## src/rtl/spirose_pkg.sv

```systemverilog
// rtl/spirose_pkg.sv - shared types and TLC5957 command framing constants
package spirose_pkg;

  typedef enum logic [2:0] {FC_EN, FC_WR, WAIT_SYNC, DELAY, STREAM} drv_state_t;

  localparam int TLC_WORD    = 48;
  localparam int WRTGS_LEN   = 1;
  localparam int LATGS_LEN   = 3;
  localparam int WRTFC_LEN   = 5;
  localparam int FCWRTEN_LEN = 15;

endpackage

```

## src/rtl/driver_controller_lat_gen.sv

```systemverilog
// rtl/driver_controller_lat_gen.sv - asserts lat on the last len bits of a 48-bit word
module lat_gen
  import spirose_pkg::*;
(
  input  logic [5:0] bit_cnt,
  input  logic [4:0] len,
  output logic       lat
);

  assign lat = ({1'b0, bit_cnt} + {2'b00, len}) >= 7'(TLC_WORD);

endmodule

```

## src/rtl/driver_controller.sv

```systemverilog
// rtl/driver_controller.sv - TLC5957 driver sequencer: FC write, then synced GS planes
module driver_controller
  import spirose_pkg::*;
#(
  parameter int          POKER_MODE     = 9,
  parameter int          LED_PER_DRIVER = 16,
  parameter int          MULTIPLEXING   = 8,
  parameter int          SYNC_DELAY     = 79,
  parameter logic [47:0] FC_DATA        = 48'h0
) (
  input  logic                    clk_33,
  input  logic                    nrst,
  input  logic [29:0]             data,
  input  logic                    sync,
  output logic                    drv_sclk_en,
  output logic [29:0]             drv_sin,
  output logic                    drv_lat,
  output logic                    drv_gclk_en,
  output logic [MULTIPLEXING-1:0] col_sel,
  output logic                    cfg_done
);

  localparam int PLANE_LEN = 3 * LED_PER_DRIVER;
  localparam int PW = $clog2(POKER_MODE);
  localparam int CW = $clog2(MULTIPLEXING);
  localparam int DW = $clog2(SYNC_DELAY + 1);

  drv_state_t    state;
  logic [5:0]    bit_cnt;
  logic [PW-1:0] plane_cnt;
  logic [CW-1:0] col_cnt;
  logic [DW-1:0] dly;
  logic          rotate;
  logic [4:0]    lat_len;
  logic          lat_next;
  logic          last_bit, last_plane, last_col;

  assign last_bit   = bit_cnt == 6'(PLANE_LEN - 1);
  assign last_plane = plane_cnt == PW'(POKER_MODE - 1);
  assign last_col   = col_cnt == CW'(MULTIPLEXING - 1);

  always_comb begin
    lat_len = 5'(WRTGS_LEN);
    if (state == FC_WR)   lat_len = 5'(WRTFC_LEN);
    else if (last_plane)  lat_len = 5'(LATGS_LEN);
  end

  lat_gen u_lat_gen (
    .bit_cnt (bit_cnt),
    .len     (lat_len),
    .lat     (lat_next)
  );

  always_ff @(posedge clk_33 or negedge nrst) begin
    if (!nrst) begin
      state       <= FC_EN;
      bit_cnt     <= '0;
      plane_cnt   <= '0;
      col_cnt     <= '0;
      dly         <= '0;
      rotate      <= 1'b0;
      drv_sclk_en <= 1'b0;
      drv_sin     <= '0;
      drv_lat     <= 1'b0;
      drv_gclk_en <= 1'b0;
      cfg_done    <= 1'b0;
      col_sel     <= {1'b1, {(MULTIPLEXING-1){1'b0}}};
    end else begin
      drv_sclk_en <= 1'b0;
      drv_sin     <= '0;
      drv_lat     <= 1'b0;
      rotate      <= 1'b0;
      // The column switches one cycle after the LATGS that loaded its data
      if (rotate) col_sel <= {col_sel[MULTIPLEXING-2:0], col_sel[MULTIPLEXING-1]};
      case (state)
        FC_EN: begin
          if (bit_cnt < 6'(FCWRTEN_LEN)) begin
            drv_sclk_en <= 1'b1;
            drv_lat     <= 1'b1;
            bit_cnt     <= bit_cnt + 6'd1;
          end else begin
            bit_cnt <= '0;
            state   <= FC_WR;
          end
        end
        FC_WR: begin
          drv_sclk_en <= 1'b1;
          drv_sin     <= {30{FC_DATA[6'(TLC_WORD-1) - bit_cnt]}};
          drv_lat     <= lat_next;
          if (last_bit) begin
            bit_cnt <= '0;
            state   <= WAIT_SYNC;
          end else begin
            bit_cnt <= bit_cnt + 6'd1;
          end
        end
        WAIT_SYNC: begin
          cfg_done    <= 1'b1;
          drv_gclk_en <= 1'b1;
          if (sync) begin
            dly   <= DW'(SYNC_DELAY - 1);
            state <= DELAY;
          end
        end
        DELAY: begin
          if (sync)             dly   <= DW'(SYNC_DELAY - 1);
          else if (dly == '0)   state <= STREAM;
          else                  dly   <= dly - DW'(1);
        end
        STREAM: begin
          // A resync drops the word in flight; the final bit of a slice always completes
          if (sync && !(last_bit && last_plane && last_col)) begin
            bit_cnt   <= '0;
            plane_cnt <= '0;
            col_cnt   <= '0;
            dly       <= DW'(SYNC_DELAY - 1);
            state     <= DELAY;
          end else begin
            drv_sclk_en <= 1'b1;
            drv_sin     <= data;
            drv_lat     <= lat_next;
            if (!last_bit) begin
              bit_cnt <= bit_cnt + 6'd1;
            end else begin
              bit_cnt <= '0;
              if (!last_plane) begin
                plane_cnt <= plane_cnt + PW'(1);
              end else begin
                plane_cnt <= '0;
                rotate    <= 1'b1;
                if (!last_col) begin
                  col_cnt <= col_cnt + CW'(1);
                end else begin
                  col_cnt <= '0;
                  dly     <= DW'(SYNC_DELAY - 1);
                  state   <= sync ? DELAY : WAIT_SYNC;
                end
              end
            end
          end
        end
        default: state <= FC_EN;
      endcase
    end
  end

endmodule

```

## config.mk

```make
export PLATFORM = sky130hd
export DESIGN_NAME = driver_controller
export DESIGN_NICKNAME = d
export VERILOG_FILES = /design/src/rtl/spirose_pkg.sv /design/src/rtl/driver_controller_lat_gen.sv /design/src/rtl/driver_controller.sv
export SDC_FILE = /design/constraint.sdc
export NUM_CORES = 1
export LEC_CHECK = 0
export ABC_CLOCK_PERIOD_IN_PS = 3200
export CORE_MARGIN = 2
export CORE_UTILIZATION = 49
export DETAILED_ROUTE_END_ITERATION = 12
export GPL_TIMING_DRIVEN = 0
export PLACE_DENSITY_LB_ADDON = 0.08
export SLEW_MARGIN = 0
export SYNTH_ARGS = -nofsm -noshare
export SYNTH_HDL_FRONTEND = slang
export SYNTH_HIERARCHICAL = 1
export SYNTH_SLANG_ARGS = --single-unit
```

## constraint.sdc

```tcl
create_clock -name clk_33 -period 3.2 [get_ports clk_33]
set_clock_uncertainty 0.2 [all_clocks]
set_input_delay 0.64 -clock clk_33 [delete_from_list [all_inputs] [get_ports clk_33]]
set_output_delay 0.64 -clock clk_33 [all_outputs]
set_load 0.02 [all_outputs]
```

==> reports/results.ini <==
[timing]
final-hold-violation-count=0
fin_crit_ps=2620
finalSetupTns_ps=0
setup_viol=0
finalWorstSetupSlack_ps=582
rsz0062_at_grt=no
slew_viol_final=0
worst_pin_slew_ps=844
period_share=0.818
fmax_mhz=382
relSlewSlack=0.433

[critical_path]
crit_family=simple AND/OR/NAND/NOR gates
crit_type=reg2reg
slowest_stage=fa_1
crit_fanout=9
critical_path.most_common_cell=nor2_1
path_cells=buf_2, nor2_1, and2_1, clkbuf_1, nor2_1, fa_1, nand3_1, nand4b_1, o31a_1, nand4_1, a21o_1
setup.worst_path.start_class=register
arrival_ps=2710
crit_required_ps=3290
r2r_slack_ps=580
cp-end-kind=register
cp_num_buf_inv=2
slowest_delay_ps=410

[global_route]
overflow=0
antenna_found_initial=0
grt_pass1_wl_mm=10.6
grt_pass1_vias=2259
grt_usage=0.194
grt_max_degree=66

[yosys]
ys_types=63
ys_seq_elements=65
async_reset_ff_frac=1.00
syn_avg_cell_area_sq_um=11.2
yosysWarnings=6
synth_top_flop_cell=dfrtp_1
netlist_area_sq_mm=0.00309
syn_inst=277
synth_edf_count=0
ys_seq_area_frac=0.526

[floorplanning]
core_area_sq_mm=0.00603
boundaryPins=75
rows=28
dieArea_sq_mm=0.00696
start_util=0.513
die_w_um=83.5
die_h_um=83.5

[clock_network]
insertion_delay_ps=340
postCtsResizedCells=0
clock_path_buffers=2
ctsHoldBuffers=0
cts.reportedPaths.clkPinSlew_ps=70
cts_tree=yes
clock_sinks=65
numCtsBuffers=9
h-tree-depth=3
clockRootBuffer=clkbuf_8
postCtsSetupBuffers=0

[detailed_routing]
wl_mm=6.37
vias=2357
drcViolationCount=0
post_drt_wl_per_cell_um=14.4
ant_nets=0
viasPerCell=5.33
first_pass_iters=4
drt_iter0_markers=102

[power_and_ir_drop]
p_per_area_mw_per_mm2=558
leakage_nw=1.91
ir_drop_v=0.000445
p_total_mw=2.28

[final_layout]
fillers=496
final_core_util=0.679
syn_to_final_growth_pct=32.3
finalNonFillerCells=442
nets=408
drive_gt1_frac=0.136
diodes=0

[placement]
routabilityCongestion=0.798
post-place-ws_ps=607
dp_hpwl_mm=4.53
placed_cells=426
port_buffers=73

[status]
status=finished, final reports clean

[flow_run]
drv_cap=0

[hold_path]
hold_path_class=in2async

## cells in the final DEF, fill, tap and decap left out, types with 3 or more instances in the layout
| cell type | instances |
|---|---|
| a21oi_1 | 6 |
| buf_4 | 3 |
| nand4_1 | 5 |
| a31oi_1 | 7 |
| buf_2 | 4 |
| inv_1 | 13 |
| o21ai_0 | 7 |
| nor3_1 | 7 |
| dfrtp_1 | 64 |
| clkbuf_8 | 10 |
| nand3_1 | 7 |
| a21oi_2 | 3 |
| nand2_1 | 16 |
| and3_1 | 30 |
| mux2_2 | 8 |
| clkdlybuf4s50_1 | 72 |
| nand2b_1 | 7 |
| clkbuf_1 | 10 |
| ha_1 | 12 |
| conb_1 | 3 |
| nor2_1 | 13 |
| o211ai_1 | 3 |
## layout make-up
type / count / area [sq um] / area share
multi-input combinational: 182 / 1320 / 0.323
buffer: 18 / 97.6 / 0.0238
clock buffer: 12 / 145 / 0.0355
inverter: 13 / 48.8 / 0.0119
timing repair buffer: 73 / 728 / 0.178
clock inverter: 4 / 28.8 / 0.00703
sequential: 65 / 1630 / 0.398
tap: 75 / 93.8 / 0.0229
## per-stage QoR
stage / hold WS [ps] / cell area (sq um)
after floorplan: 144 / 3100
after global placement: 274 / 3920
after detailed placement: 275 / 3920
after CTS: 207 / 4090
final: 174 / 4090
after global routing: 238 / 4090
## metal layers
| layer | global-route usage | wire [um] | vias up | share of wire |
|---|---|---|---|---|
| li1 | - | - | 1158 | - |
| met4 | 0.0792 | 121 | 0 | 0.019 |
| met3 | 0.0762 | 455 | 10 | 0.071 |
| met5 | 0 | 0 | - | 0 |
| met2 | 0.301 | 2990 | 58 | 0.47 |
| met1 | 0.243 | 2810 | 1131 | 0.44 |
## cell families after synthesis
family	count (synthesis)	share of synthesized area
other	2	0.00243
muxes	10	0.0360
buffers and inverters	31	0.0473
adders and majority gates	13	0.0550
xor gates and xnor gates	4	0.0113
DFF	65	0.526
AOI/OAI and AO/OA	49	0.129
and+or+nand+nor	103	0.192
## path summary, 6_finish.rpt
path / to / cells past startpoint / start
max in group asynchronous: dly[6]$_DFFE_PN0P_ / 1 / nrst
worst min register to register: dly[6]$_DFFE_PN0P_ / 1 / dly[6]$_DFFE_PN0P_
worst max-delay path: drv_lat$_DFF_PN0_ / 11 / state[1]$_DFFE_PN0P_
worst max register to register: drv_lat$_DFF_PN0_ / 11 / state[1]$_DFFE_PN0P_
worst min-delay path: col_sel[4]$_DFFE_PN0P_ / 1 / nrst
min in group clk_33: dly[6]$_DFFE_PN0P_ / 1 / dly[6]$_DFFE_PN0P_
## registers in the layout, indices dropped and copies added, names as in the netlist
register and flops:
drv_sin 30, col_sel 8, dly 7, bit_cnt 6, plane_cnt 4, col_cnt 3
state 3, cfg_done 1, drv_lat 1, drv_sclk_en 1, rotate 1
## report_power, final
| part | internal (mW) | switching [mW] |
|---|---|---|
| Combinational | 0.306 | 0.398 |
| Clock | 0.302 | 0.313 |
| Sequential | 0.904 | 0.0606 |
| Total | 1.51 | 0.772 |
## synth_stat cells, types with 3 or more instances
cell / count / area share
nand3_1: 7 / 0.011
a21oi_1: 6 / 0.0097
o211ai_1: 3 / 0.0073
o21ai_0: 7 / 0.011
buf_2: 4 / 0.0065
clkbuf_1: 8 / 0.0097
inv_1: 13 / 0.016
nand2b_1: 7 / 0.014
nand2_1: 16 / 0.019
ha_1: 12 / 0.049
mux2_2: 8 / 0.029
a21oi_2: 3 / 0.0085
and3_1: 30 / 0.061
nand4_1: 5 / 0.010
nor2_1: 13 / 0.016
nor3_1: 7 / 0.011
a31oi_1: 7 / 0.014
dfrtp_1: 64 / 0.52
## worst reg2reg max path, delay by kind of cell (launching register included)
family,cells,cell delay (ps)
buffers and inverters,2,410
adders and majority gates,1,410
and+or+nand+nor,6,820
DFF,1,370
AOI/OAI and AO/OA,2,360
Power figures use the tool's default switching activity.
